`config.mk`:
```
export PLATFORM = sky130hd
export DESIGN_NAME = approx_err_monitor_flat
export DESIGN_NICKNAME = d
export VERILOG_FILES = /design/src/rtl/approx_err_monitor_pkg.sv /design/src/rtl/approx_err_monitor_if.sv /design/src/rtl/approx_err_monitor_err_dist_stage.sv /design/src/rtl/approx_err_monitor.sv /design/src/flat_wrapper.sv
export SDC_FILE = /design/constraint.sdc
export NUM_CORES = 1
export LEC_CHECK = 0
export BUFFER_PORTS_ARGS = -buffer_cell sky130_fd_sc_hd__buf_2
export CAP_MARGIN = 30
export CORE_MARGIN = 3
export CORE_UTILIZATION = 30
export DETAILED_ROUTE_END_ITERATION = 10
export PLACE_DENSITY_LB_ADDON = 0.3
export SYNTH_ARGS = -nofsm -noshare
export SYNTH_HDL_FRONTEND = slang
export SYNTH_SLANG_ARGS = --single-unit
```
`constraint.sdc`:
```
create_clock -name clk -period 7.2 [get_ports clk]
set_clock_uncertainty 0.2 [all_clocks]
set_input_delay 0.36 -clock clk [delete_from_list [all_inputs] [get_ports clk]]
set_output_delay 0.36 -clock clk [all_outputs]
set_load 0.02 [all_outputs]
```
`src/rtl/approx_err_monitor_pkg.sv`:
```
// rtl/approx_err_monitor_pkg.sv - shared widths, FSM states and saturating add for approx_err_monitor
package approx_mult_pkg;

  localparam int OP_W_DEF   = 8;
  localparam int ACC_W_DEF  = 32;
  localparam int CNT_W_DEF  = 24;
  localparam int PROD_W_DEF = 2 * OP_W_DEF;

  // Widest accumulator handled by sat_add; sum_sq_ed needs 2*ACC_W <= SAT_W.
  localparam int SAT_W = 64;

  typedef enum logic [1:0] {IDLE, RUN, DRAIN, DONE} mon_state_e;

  function automatic logic [SAT_W-1:0] sat_add(input logic [SAT_W-1:0] acc,
                                               input logic [SAT_W-1:0] inc,
                                               input logic [SAT_W-1:0] lim);
    logic [SAT_W:0] sum;
    sum = {1'b0, acc} + {1'b0, inc};
    if (sum > {1'b0, lim}) begin
      return lim;
    end
    return sum[SAT_W-1:0];
  endfunction

endpackage

```
`src/rtl/approx_err_monitor_if.sv`:
```
// rtl/approx_err_monitor_if.sv - sample stream (a, b, y_approx) with valid/ready handshake
interface approx_err_monitor_if
  import approx_mult_pkg::*;
#(
  parameter int OP_W = OP_W_DEF
);
  logic              in_valid;
  logic              in_ready;
  logic [OP_W-1:0]   a;
  logic [OP_W-1:0]   b;
  logic [2*OP_W-1:0] y_approx;

  modport master (output in_valid, a, b, y_approx, input in_ready);
  modport slave  (input in_valid, a, b, y_approx, output in_ready);
endinterface

```
`src/rtl/approx_err_monitor_err_dist_stage.sv`:
```
// rtl/approx_err_monitor_err_dist_stage.sv - S1 exact product / S2 absolute error distance pipeline
module err_dist_stage
  import approx_mult_pkg::*;
#(
  parameter int OP_W = OP_W_DEF
) (
  input  logic              clk,
  input  logic              rst,
  input  logic              in_fire,
  input  logic [OP_W-1:0]   a,
  input  logic [OP_W-1:0]   b,
  input  logic [2*OP_W-1:0] y_approx,
  output logic              s1_valid,
  output logic              s2_valid,
  output logic [2*OP_W-1:0] ed,
  output logic              ed_nz
);
  localparam int PW = 2 * OP_W;

  logic          s1_valid_q, s1_valid_d;
  logic          s2_valid_q, s2_valid_d;
  logic [PW-1:0] exact_q, exact_d;
  logic [PW-1:0] y_q, y_d;
  logic [PW-1:0] ed_q, ed_d;
  logic          ed_nz_q, ed_nz_d;

  always_comb begin
    s1_valid_d = in_fire;
    exact_d    = exact_q;
    y_d        = y_q;
    s2_valid_d = s1_valid_q;
    ed_d       = ed_q;
    ed_nz_d    = ed_nz_q;
    if (in_fire) begin
      exact_d = PW'(a) * PW'(b);
      y_d     = y_approx;
    end
    // Distance is taken in the direction that cannot underflow.
    if (s1_valid_q) begin
      ed_d    = (exact_q >= y_q) ? (exact_q - y_q) : (y_q - exact_q);
      ed_nz_d = (exact_q != y_q);
    end
  end

  always_ff @(posedge clk) begin
    if (rst) begin
      s1_valid_q <= 1'b0;
      s2_valid_q <= 1'b0;
      exact_q    <= '0;
      y_q        <= '0;
      ed_q       <= '0;
      ed_nz_q    <= 1'b0;
    end else begin
      s1_valid_q <= s1_valid_d;
      s2_valid_q <= s2_valid_d;
      exact_q    <= exact_d;
      y_q        <= y_d;
      ed_q       <= ed_d;
      ed_nz_q    <= ed_nz_d;
    end
  end

  assign s1_valid = s1_valid_q;
  assign s2_valid = s2_valid_q;
  assign ed       = ed_q;
  assign ed_nz    = ed_nz_q;

endmodule

```
`src/rtl/approx_err_monitor.sv`:
```
// rtl/approx_err_monitor.sv - run-based error metrics for approximate multipliers; APPROX_ERR_MON_SQ_EN adds sum_sq_ed
module approx_err_monitor
  import approx_mult_pkg::*;
#(
  parameter int OP_W  = OP_W_DEF,
  parameter int ACC_W = ACC_W_DEF,
  parameter int CNT_W = CNT_W_DEF
) (
  input  logic                 clk,
  input  logic                 rst,
  input  logic                 start,
  input  logic [CNT_W-1:0]     n_samples,
  approx_err_monitor_if.slave  s_if,
  output logic                 busy,
  output logic                 done,
  output logic [ACC_W-1:0]     sum_ed,
  output logic [2*OP_W-1:0]    max_ed,
  output logic [ACC_W-1:0]     err_cnt,
  output logic [ACC_W-1:0]     sample_cnt
`ifdef APPROX_ERR_MON_SQ_EN
  ,
  output logic [2*ACC_W-1:0]   sum_sq_ed
`endif
);
  localparam int PW = 2 * OP_W;
  localparam logic [SAT_W-1:0] ACC_MAX = SAT_W'({ACC_W{1'b1}});

  mon_state_e     state_q, state_d;
  logic [CNT_W-1:0] target_q, target_d;
  logic [CNT_W-1:0] accepted_q, accepted_d;
  logic             done_q, done_d;
  logic [ACC_W-1:0] sum_ed_q, sum_ed_d;
  logic [PW-1:0]    max_ed_q, max_ed_d;
  logic [ACC_W-1:0] err_cnt_q, err_cnt_d;
  logic [ACC_W-1:0] sample_cnt_q, sample_cnt_d;

  logic          in_ready;
  logic          fire;
  logic          s1_valid, s2_valid;
  logic [PW-1:0] ed;
  logic          ed_nz;

  assign in_ready      = (state_q == RUN) && (accepted_q < target_q);
  assign fire          = s_if.in_valid && in_ready;
  assign s_if.in_ready = in_ready;

  err_dist_stage #(.OP_W(OP_W)) u_err_dist (
    .clk      (clk),
    .rst      (rst),
    .in_fire  (fire),
    .a        (s_if.a),
    .b        (s_if.b),
    .y_approx (s_if.y_approx),
    .s1_valid (s1_valid),
    .s2_valid (s2_valid),
    .ed       (ed),
    .ed_nz    (ed_nz)
  );

`ifdef APPROX_ERR_MON_SQ_EN
  localparam int SQ_W = 2 * PW;
  localparam logic [SAT_W-1:0] SQ_MAX = SAT_W'({(2*ACC_W){1'b1}});
  logic [SQ_W-1:0]    ed_sq;
  logic [2*ACC_W-1:0] sum_sq_q, sum_sq_d;
  assign ed_sq = SQ_W'(ed) * SQ_W'(ed);
`endif

  always_comb begin
    state_d      = state_q;
    target_d     = target_q;
    accepted_d   = accepted_q;
    done_d       = 1'b0;
    sum_ed_d     = sum_ed_q;
    max_ed_d     = max_ed_q;
    err_cnt_d    = err_cnt_q;
    sample_cnt_d = sample_cnt_q;
`ifdef APPROX_ERR_MON_SQ_EN
    sum_sq_d     = sum_sq_q;
`endif

    if (s2_valid) begin
      sum_ed_d     = ACC_W'(sat_add(SAT_W'(sum_ed_q), SAT_W'(ed), ACC_MAX));
      max_ed_d     = (ed > max_ed_q) ? ed : max_ed_q;
      err_cnt_d    = ACC_W'(sat_add(SAT_W'(err_cnt_q), SAT_W'(ed_nz), ACC_MAX));
      sample_cnt_d = ACC_W'(sat_add(SAT_W'(sample_cnt_q), SAT_W'(1), ACC_MAX));
`ifdef APPROX_ERR_MON_SQ_EN
      sum_sq_d     = (2*ACC_W)'(sat_add(SAT_W'(sum_sq_q), SAT_W'(ed_sq), SQ_MAX));
`endif
    end

    case (state_q)
      IDLE, DONE: begin
        // Pipeline is always empty here, so clearing cannot drop a sample.
        if (start) begin
          target_d     = n_samples;
          accepted_d   = '0;
          sum_ed_d     = '0;
          max_ed_d     = '0;
          err_cnt_d    = '0;
          sample_cnt_d = '0;
`ifdef APPROX_ERR_MON_SQ_EN
          sum_sq_d     = '0;
`endif
          state_d      = (n_samples == '0) ? DRAIN : RUN;
        end
      end
      RUN: begin
        if (fire) begin
          accepted_d = accepted_q + CNT_W'(1);
        end
        if (accepted_d == target_q) begin
          state_d = DRAIN;
        end
      end
      DRAIN: begin
        if (!s1_valid && !s2_valid) begin
          state_d = DONE;
          done_d  = 1'b1;
        end
      end
      default: state_d = IDLE;
    endcase
  end

  always_ff @(posedge clk) begin
    if (rst) begin
      state_q      <= IDLE;
      target_q     <= '0;
      accepted_q   <= '0;
      done_q       <= 1'b0;
      sum_ed_q     <= '0;
      max_ed_q     <= '0;
      err_cnt_q    <= '0;
      sample_cnt_q <= '0;
`ifdef APPROX_ERR_MON_SQ_EN
      sum_sq_q     <= '0;
`endif
    end else begin
      state_q      <= state_d;
      target_q     <= target_d;
      accepted_q   <= accepted_d;
      done_q       <= done_d;
      sum_ed_q     <= sum_ed_d;
      max_ed_q     <= max_ed_d;
      err_cnt_q    <= err_cnt_d;
      sample_cnt_q <= sample_cnt_d;
`ifdef APPROX_ERR_MON_SQ_EN
      sum_sq_q     <= sum_sq_d;
`endif
    end
  end

  assign busy       = (state_q == RUN) || (state_q == DRAIN);
  assign done       = done_q;
  assign sum_ed     = sum_ed_q;
  assign max_ed     = max_ed_q;
  assign err_cnt    = err_cnt_q;
  assign sample_cnt = sample_cnt_q;
`ifdef APPROX_ERR_MON_SQ_EN
  assign sum_sq_ed  = sum_sq_q;
`endif

endmodule

```
`src/flat_wrapper.sv`:
```
// flat-port wrapper written by rule: the top's interface ports become plain ports
module approx_err_monitor_flat import approx_mult_pkg::*;
#(
  parameter int OP_W  = OP_W_DEF,
  parameter int ACC_W = ACC_W_DEF,
  parameter int CNT_W = CNT_W_DEF
)
  (clk, rst, start, n_samples, busy, done, sum_ed, max_ed, err_cnt, sample_cnt, s_if_in_valid, s_if_a, s_if_b, s_if_y_approx, s_if_in_ready);
  approx_err_monitor_if #(.OP_W(OP_W)) s_if_i ();
  input  logic clk;
  input  logic rst;
  input  logic start;
  input  logic [CNT_W-1:0] n_samples;
  output logic busy;
  output logic done;
  output logic [ACC_W-1:0] sum_ed;
  output logic [2*OP_W-1:0] max_ed;
  output logic [ACC_W-1:0] err_cnt;
  output logic [ACC_W-1:0] sample_cnt;
  input wire logic [$bits(s_if_i.in_valid)-1:0] s_if_in_valid;
  input wire logic [$bits(s_if_i.a)-1:0] s_if_a;
  input wire logic [$bits(s_if_i.b)-1:0] s_if_b;
  input wire logic [$bits(s_if_i.y_approx)-1:0] s_if_y_approx;
  output wire logic [$bits(s_if_i.in_ready)-1:0] s_if_in_ready;
  assign s_if_i.in_valid = s_if_in_valid;
  assign s_if_i.a = s_if_a;
  assign s_if_i.b = s_if_b;
  assign s_if_i.y_approx = s_if_y_approx;
  assign s_if_in_ready = s_if_i.in_ready;
  approx_err_monitor #(.OP_W(OP_W), .ACC_W(ACC_W), .CNT_W(CNT_W)) u_core (.clk(clk), .rst(rst), .start(start), .n_samples(n_samples), .s_if(s_if_i), .busy(busy), .done(done), .sum_ed(sum_ed), .max_ed(max_ed), .err_cnt(err_cnt), .sample_cnt(sample_cnt));
endmodule
```
==> impl_metrics.yaml, run 1 <==
run_status:
  outcome: "completed"
grt:
  grt_pass1_wl_mm: 74.5
  gr-usage-all-layers_pct: 16.6
  grt_pass1_vias: 14068
  antenna_found_initial: 0
  overflow: 0
  grt_max_degree: 74
clock_tree:
  clkTransAtPathRegs_ns: 0.06
  h-tree-depth: 1
  cts_root_buf: "clkbuf_16"
  clk_latency_ns: 0.55
  cts-buffers-inserted: 28
  cts_resized: 0
  cts_tree: "yes"
  cts_max_path_buffers: 3
  cts_num_sinks: 214
sta:
  max_freq_mhz: 217
  setup-violations-final: 0
  tightestPinTransition_ns: 1.03
  min_period_ns: 4.60
  hold_viol_final: 0
  slew_headroom_pct: 31.3
  hold_ws_ns: 0.0336
  fin_setup_tns_ns: 0
  period_share_pct: 63.9
  rsz0062_at_grt: "no"
  maxSlewViolCount: 0
floorplanning:
  die-area_sq_um: 54700
  dieWidth_microns: 234
  io_pins: 175
  dieHeight_microns: 234
  initial_core_util_pct: 30.7
  core_sq_um: 50700
  rows: 82
detailed_routing:
  via_per_inst: 5.24
  top_layer_used: "met4"
  wl_met1_mm: 21.2
  antenna_left: 0
  drc: 0
  drtIter0Drc: 871
  drt-total-wl_mm: 46.6
  wl_met2_mm: 21.5
  drtPass1Iterations: 5
  wl_met3_mm: 2.89
  vias: 14821
  wl_per_cell_microns: 16.5
final_layout:
  area_growth_pct: 17.6
  fin_nets: 2363
  multi_input_area_sq_um: 10200
  final_layout_size_suffix_gt1_share_pct: 13.3
  antenna_cells: 0
  fin_util_pct: 36.1
  register_area_sq_um: 4290
  nFillCells: 5383
  final_common_cell: "nand2_1"
  final_cell_mix: "265 x nand2_1, 213 x dfxtp_1, 173 x a21oi_1, 173 x buf_2, 158 x inv_1"
worst_setup_path:
  worstPathArrival_ns: 4.86
  cp_slowest_stage_delay_ns: 0.56
  crit_type: "input port to register"
  cp.required_ns: 7.46
  cp.buffers_inverters: 4
  cp-end-kind: "register"
  worstSetupStartpointType: "input port"
  critPathMaxFanout: 8
  cp_top_family: "adder cells"
  crit_chain: "buf_2 > nand2_1 > fa_1 > fa_1 > inv_1 > ha_1 > inv_1 > fa_1 > inv_1 > ha_1 > nor2b_1 > o21ai_0 > a21boi_0 > o21ai_0 > nand2b_1 > a21o_1 > a41o_1 > o41a_1 > xnor2_1 > a211oi_1"
  crit_slowest_cell: "fa_1"
pwr:
  swShare_pct: 39.7
  power_frac_clock_pct: 27.8
  p_per_area_nw_per_um2: 278
  comb_power_share_pct: 45.0
  power_leakage_uw: 0.00736
  p_int_uw: 3070
  p_seq_share_pct: 27.2
  p_switching_uw: 2020
  fin_total_pwr_uw: 5100
  ir_drop_uv: 287
job:
  drv_cap: 0
placed_design:
  port-buffer-count: 174
  dpl.hpwl_mm: 34.6
  place_congestion: 0.878
synth:
  syn_inst: 1980
  ys_seq_area_share_pct: 27.5
  ys_ff_latch: 214
  synth.distinct_cells: 91
  synth-edff-count: 0
  yosysWarnings: 0
  synthesis.nets: 2208
  avgSynthCellArea_sq_um: 7.87
  async_reset_ff_share_pct: 0
  ys.flop_type: "dfxtp_1"
  syn_area_sq_um: 15600
worst_hold_path:
  hold_class: "input port to register"
## Yosys cell counts (all sizes together) (29+ instances only)
master  count  area share (%)
o21ai     101             3.2
and2       47             1.9
xnor2      49             2.8
nand4      42             1.9
a31oi      29             1.2
clkbuf     79             2.2
ha        129              10
nand3      71             2.3
inv       158             3.8
nor3       47             1.5
fa         39             5.0
nand2     265             6.4
dfxtp     214              27
a21oi     173             5.6
a311oi     47             2.6
nor2      115             2.8
a211oi     32             1.6
## power groups by stage
stage / combinational (uW) / clock, uW / sequential, uW
after floorplan: 1770 / 0 / 1380
after global placement: 2240 / 0 / 1410
after detailed placement: 2280 / 0 / 1420
after CTS: 2300 / 1460 / 1390
after global routing: 2570 / 1510 / 1400
final: 2290 / 1420 / 1390
## sequential cells by signal (all words and copies together) (netlist names)
signal / cells
u_core.u_err_dist.ed_nz: 1
u_core.u_err_dist.exact_q: 16
u_core.target_q: 24
u_core.u_err_dist.ed: 16
u_core.done: 1
u_core.state_q: 2
u_core.sample_cnt: 32
u_core.max_ed: 16
u_core.u_err_dist.s2_valid: 1
u_core.err_cnt: 32
u_core.u_err_dist.y_q: 16
u_core.u_err_dist.s1_valid: 1
u_core.accepted_q: 24
u_core.sum_ed: 32
## worst register-to-register path, cell delays in order, from the launching register on
cell and delay (ns):
dfxtp_1 0.43, ha_1 0.27, ha_1 0.22, nand4_1 0.13, or4_1 0.60, nor2_1 0.23
nand2_1 0.13, nor3_1 0.52, nand2_1 0.55, and2_1 0.53, a41o_1 0.31, nor2_1 0.07
## metrics by stage
step,setup WS (ns),instances,area (sq um)
2_1_floorplan,2.43,1980,15600
3_3_place_gp,2.17,2735,16900
3_5_place_dp,2.04,2736,17000
4_1_cts,2.64,2828,18300
5_1_grt,2.31,2829,18300
6_report,2.60,2829,18300
## cell families (layout without fill, tap and decap cells)
logic type,Yosys count,count (layout),synth area share (%)
buf+inv,263,440,6.88
mux,24,24,1.57
compound gates,509,509,21.0
flops,214,214,27.5
xor+xnor,75,75,4.22
simple gates,727,727,23.5
fa+ha+maj,168,168,15.4
## area by class of cell
class	instances	share of cell area (%)
clock inverter	10	0.464
multi-input combinational	1503	55.9
timing repair buffer	230	7.65
tap	672	4.59
clock buffer	42	4.72
inverter	158	3.24
sequential	214	23.4
## path summary, 6_finish.rpt
| path | from | slack, ns | end | cells after the start |
|---|---|---|---|---|
| min reg2reg | u_core.u_err_dist.y_q[15]$_SDFFE_PP0N_ | 0.26 | u_core.u_err_dist.y_q[15]$_SDFFE_PP0N_ | 2 |
| max | s_if_a[0] | 2.60 | u_core.u_err_dist.exact_q[15]$_SDFFE_PP0N_ | 20 |
| max reg2reg | u_core.u_err_dist.ed_nz$_SDFFE_PP0P_ | 2.95 | u_core.err_cnt[28]$_SDFF_PP0_ | 11 |
| min | rst | 0.03 | u_core.accepted_q[0]$_SDFFE_PP0P_ | 2 |
## metal layers
| metal | up-vias | GRT usage, % |
|---|---|---|
| met5 | - | 0 |
| met4 | 0 | 4.06 |
| met3 | 70 | 2.89 |
| met2 | 367 | 28.0 |
| met1 | 7005 | 21.9 |
| li1 | 7379 | - |
## what timing repair did
action                     in CTS  in global routing
hold endpoints to repair       40                  0
setup buffers                   0                  0
setup endpoints to repair       0                  0
hold buffers                   40                  0
Power figures use the tool's default switching activity.
==> inputs of run 2 (changes only) <==
Settings changed: ABC_AREA from default to 1.
Clock period 7.2 ns to 4.2 ns, I/O delays scaled along.
==> impl_metrics.yaml, run 2 <==
detailed_routing:
  wl_per_cell_microns: 14.7
  vias: 16329
  drtPass1Iterations: 6
  via_per_inst: 4.89
  drc: 0
  drtIter0Drc: 797
  antenna_left: 0
  drt-total-wl_mm: 49.2
job:
  drv_cap: 0
pwr:
  p_per_area_nw_per_um2: 523
  fin_total_pwr_uw: 10300
  ir_drop_uv: 290
  power_leakage_uw: 0.00918
floorplanning:
  core_sq_um: 54100
  dieWidth_microns: 240
  dieHeight_microns: 240
  initial_core_util_pct: 30.5
  rows: 85
  io_pins: 175
  die-area_sq_um: 57800
sta:
  max_freq_mhz: 254
  tightestPinTransition_ns: 0.893
  rsz0062_at_grt: "no"
  slew_headroom_pct: 40.4
  min_period_ns: 3.94
  hold_viol_final: 0
  setup-violations-final: 0
  period_share_pct: 93.8
  fin_setup_tns_ns: 0
  maxSlewViolCount: 0
synth:
  avgSynthCellArea_sq_um: 6.80
  syn_inst: 2427
  ys_ff_latch: 214
  synth_top_cell_by_area: "dfxtp_1"
  ys_seq_area_share_pct: 26.0
  synth-edff-count: 0
  ys.flop_type: "dfxtp_1"
  syn_area_sq_um: 16500
  synth.distinct_cells: 48
  async_reset_ff_share_pct: 0
  synth_top_area_share_pct: 26.0
  synthesis.nets: 2655
  synthTopCellsByArea: "dfxtp_1 26%, nand2_1 11%, ha_1 9.8%"
  yosysMostFrequentCell: "nand2_1"
  yosysWarnings: 0
  synthTopCellsByCount: "469 x nand2_1, 372 x inv_1, 214 x dfxtp_1, 204 x a21oi_1, 197 x nor2_1"
final_layout:
  final_common_cell: "nand2_1"
  antenna_cells: 0
  fin_util_pct: 36.4
  final_layout_size_suffix_gt1_share_pct: 13.0
  area_growth_pct: 19.4
  final_cell_mix: "465 x nand2_1, 368 x inv_1, 213 x dfxtp_1, 202 x a21oi_1, 195 x nor2_1"
  final_cells: 3342
  fin_nets: 2854
clock_tree:
  cts_num_sinks: 214
  cts_tree: "yes"
  h-tree-depth: 1
  clk_latency_ns: 0.57
  cts_max_path_buffers: 3
  cts-buffers-inserted: 28
  clkTransAtPathRegs_ns: 0.06
  cts_root_buf: "clkbuf_16"
grt:
  use_met3_pct: 2.42
  grt_use_met2_pct: 28.4
  antenna_found_initial: 0
  overflow: 0
  grt_pass1_wl_mm: 79.5
  gr-usage-all-layers_pct: 16.6
  grt_max_degree: 74
  grtUsageMet1_pct: 21.9
  busiest_layer: "met2"
  grt_pass1_vias: 15801
worst_setup_path:
  worstPathArrival_ns: 4.20
  cp-end-kind: "register"
  worstSetupStartpointType: "input port"
  crit_type: "input port to register"
  cp.required_ns: 4.46
  critPathMaxFanout: 8
placed_design:
  dpl.hpwl_mm: 38.0
  dp_cells: 3249
  port-buffer-count: 174
  place_congestion: 0.893
run_status:
  outcome: "completed"
worst_hold_path:
  hold_class: "input port to register"
-- run 2: cell count changes after synthesis, sizes merged, moves of 23 or more --
cell    change
inv       +217
nand2     +207
nor2       +86
o21ai      +79
nand3      +75
a21oi      +61
xor2       +54
a311oi     -47
and2       -46
o211ai     +35
a211oi     -29
a31oi      -25
and3       -23
-- run 2: layer usage --
metal / up-vias / wire [microns] / part of all wire (%)
met5: - / 0 / 0
li1: 8351 / - / -
met3: 66 / 2930 / 5.9
met2: 344 / 22600 / 46
met4: 0 / 946 / 1.9
met1: 7568 / 22700 / 46
-- run 2: layout make-up --
type	count	area (sq um)
Timing Repair Buffer	273	1770
Inverter	378	1420
Tap cell	696	871
Clock inverter	9	88.8
Sequential cell	214	4290
Multi-Input combinational cell	1731	10400
Clock buffer	41	810
Fill cell	5768	34400
-- run 2: path summary, 6_finish.rpt --
kind | start | end | slack (ns) | depth (start not counted)
max | s_if_b[0] | u_core.u_err_dist.exact_q[15]$_SDFFE_PP0N_ | 0.26 | 22
min | start | u_core.sum_ed[21]$_SDFF_PP0_ | 0.05 | 6
max reg2reg | u_core.accepted_q[19]$_SDFFE_PP0P_ | u_core.state_q[0]$_SDFFE_PP0P_ | 0.69 | 22
min reg2reg | u_core.u_err_dist.y_q[15]$_SDFFE_PP0N_ | u_core.u_err_dist.y_q[15]$_SDFFE_PP0N_ | 0.27 | 2
-- run 2: critical path, stage by stage --
cell	delay (ns)
dlygate4sd3_1	0.54
clkbuf_4	0.19
nand2_1	0.08
fa_1	0.48
inv_1	0.05
fa_1	0.52
inv_1	0.05
fa_1	0.49
inv_2	0.05
ha_4	0.26
nand2_2	0.06
nor3_2	0.17
nor2_1	0.08
o21ai_1	0.17
a21oi_1	0.09
nor2_1	0.10
nor2_1	0.06
o21bai_1	0.13
a21oi_1	0.09
xor2_1	0.16
nor2_1	0.10
nor2_1	0.05
-- run 2: cell families (layout without fill, tap and decap cells) --
kind of cell,count (synthesis),after routing,synth area share [%]
xor+xnor,115,115,6.11
simple gates,946,946,24.7
compound gates,500,500,17.3
mux,2,2,0.121
buf+inv,482,701,11.3
flops,214,214,26.0
fa+ha+maj,168,168,14.5
-- run 2: what timing repair did --
action,in CTS,in global routing
hold endpoints to repair,51,0
setup endpoints to repair,0,1
buffers inserted,0,0
resized for setup,0,1
hold buffers,43,0
-- run 2: power by group --
group | switching [uW] | total [uW] | internal, uW
Sequential | 251 | 2550 | 2300
Clock | 956 | 2350 | 1390
Combinational | 3400 | 5410 | 2010
Total | 4600 | 10300 | 5700
-- run 2: stage by stage --
stage | setup WS [ns] | area (sq um) | hold slack, ns
after floorplan | -0.0534 | 16700 | 0.203
after CTS | 0.247 | 19700 | 0.0148
final | 0.259 | 19700 | 0.0512
after detailed placement | -0.323 | 18400 | 0.264
after global routing | 0.00168 | 19700 | 0.0599
after global placement | -0.272 | 18300 | 0.255
==> inputs of run 3 (changes only) <==
Clock period 4.2 ns to 3.75 ns, I/O delays scaled along.
==> impl_metrics.yaml, run 3 (synthesis gave the netlist of run 2 again) <==
final_layout:
  fin_nets: 2892
  final_cell_mix: "460 x nand2_1, 365 x inv_1, 213 x dfxtp_1, 200 x a21oi_1, 195 x nor2_1"
  antenna_cells: 0
  final_layout_size_suffix_gt1_share_pct: 14.6
  final_common_cell: "nand2_1"
  area_growth_pct: 22.3
grt:
  grt_max_degree: 74
  grt_pass1_vias: 15961
  gr-usage-all-layers_pct: 16.7
  grt_pass1_wl_mm: 81.0
  overflow: 0
  antenna_found_initial: 0
detailed_routing:
  via_per_inst: 4.84
  drt-total-wl_mm: 49.4
  drtPass1Iterations: 5
  wl_per_cell_microns: 14.6
  vias: 16374
  drtIter0Drc: 801
  drc: 0
  antenna_left: 0
worst_setup_path:
  worstSetupStartpointType: "input port"
  cp.required_ns: 3.99
  cp-end-kind: "register"
  crit_type: "input port to register"
  worstPathArrival_ns: 3.96
  critPathMaxFanout: 4
clock_tree:
  h-tree-depth: 1
  cts_root_buf: "clkbuf_16"
  cts_num_sinks: 214
  clk_latency_ns: 0.57
  clkTransAtPathRegs_ns: 0.05
  cts_max_path_buffers: 3
  cts_tree: "yes"
  cts-buffers-inserted: 28
floorplanning:
  rows: 85
  core_sq_um: 54100
  die-area_sq_um: 57800
  initial_core_util_pct: 30.5
  io_pins: 175
  dieWidth_microns: 240
  dieHeight_microns: 240
worst_hold_path:
  hold_class: "input port to register"
sta:
  tightestPinTransition_ns: 0.881
  layout_setup_ws_ns: 0.0311
  hold_viol_final: 0
  setup-violations-final: 0
  hold_ws_ns: 0.0489
  maxSlewViolCount: 0
  rsz0062_at_grt: "yes"
  min_period_ns: 3.72
  slew_headroom_pct: 41.1
  period_share_pct: 99.2
  max_freq_mhz: 269
placed_design:
  place_congestion: 0.913
  dpl.hpwl_mm: 38.2
  place_ws_ns: -0.726
  port-buffer-count: 174
pwr:
  power_leakage_uw: 0.00939
  ir_drop_uv: 356
  p_per_area_nw_per_um2: 592
run_status:
  outcome: "completed"
job:
  drv_cap: 0
==> run 3: cell types whose count changed in the layout (fill, tap and decap cells not counted), sizes merged <==
cell,before,now
clkinv,11,9
bufinv,1,4
buf,229,258
clkbuf,42,38
dlygate4sd3,43,52
clkinvlp,0,4
==> run 3: routing by layer <==
| metal | up-vias | global-route usage, % | part of all wire [%] |
|---|---|---|---|
| met3 | 60 | 2.32 | 4.9 |
| met1 | 7595 | 22.2 | 47 |
| met4 | 0 | 3.75 | 1.8 |
| li1 | 8417 | - | - |
| met2 | 302 | 28.8 | 46 |
| met5 | - | 0 | 0 |
==> run 3: repair_timing <==
action	CTS	global route
pin swaps	8	3
hold buffers	52	0
cloned	0	0
endpoints found under the hold margin	63	0
resized for setup	8	36
endpoints found under the setup margin	2	6
setup buffers	3	0
==> run 3: cell type report <==
cell class / count / area (sq um)
Fill cell: 5753 / 34000
Multi-Input combinational cell: 1731 / 10500
Sequential cell: 214 / 4290
Timing Repair Buffer: 311 / 2120
Inverter: 378 / 1420
Tap cell: 696 / 871
Clock buffer: 37 / 774
Clock inverter: 14 / 191
==> run 3: where the power goes <==
group	internal (uW)	switching [uW]	leakage, uW
Clock	1720	1100	0.000463
Sequential	2580	272	0.00174
Combinational	2400	3860	0.00719
Total	6700	5230	0.00939
==> run 3: worst paths after layout <==
path,startpoint,end,slack (ns),cells past startpoint
worst max-delay path,s_if_b[5],u_core.u_err_dist.exact_q[15]$_SDFFE_PP0N_,0.03,22
worst min-delay path,s_if_in_valid,u_core.accepted_q[0]$_SDFFE_PP0P_,0.05,4
worst max register to register,u_core.accepted_q[21]$_SDFFE_PP0P_,u_core.state_q[0]$_SDFFE_PP0P_,0.25,20
worst min register to register,u_core.max_ed[0]$_SDFF_PP0_,u_core.max_ed[0]$_SDFF_PP0_,0.27,2
==> run 3: metrics by stage <==
stage / setup TNS [ns] / cell area [sq um] / utilization (%) / cells / total power [uW]
final: 0 / 20200 / 37.3 / 3381 / 11900
after global routing: -0.356 / 20200 / 37.3 / 3381 / 13000
after CTS: -0.00750 / 20100 / 37.0 / 3381 / 12000
after detailed placement: -3.22 / 18500 / 34.2 / 3275 / 8960
after global placement: -3.01 / 18500 / 34.2 / 3275 / 8900
after floorplan: -0.992 / 16700 / - / 2427 / 7270
==> run 3: worst max-delay path, stage by stage <==
cell      delay, ns
buf_12         0.11
nand2_4        0.05
inv_2          0.03
fa_1           0.53
inv_1          0.05
fa_1           0.50
fa_1           0.44
fa_1           0.53
inv_2          0.04
ha_4           0.28
nand2_2        0.06
o21ai_2        0.16
nor2_2         0.07
o21ai_2        0.16
a21oi_2        0.07
nor2_1         0.10
nor2_1         0.06
o21bai_1       0.13
a21oi_1        0.09
xor2_1         0.16
nor2_1         0.10
nor2_1         0.05
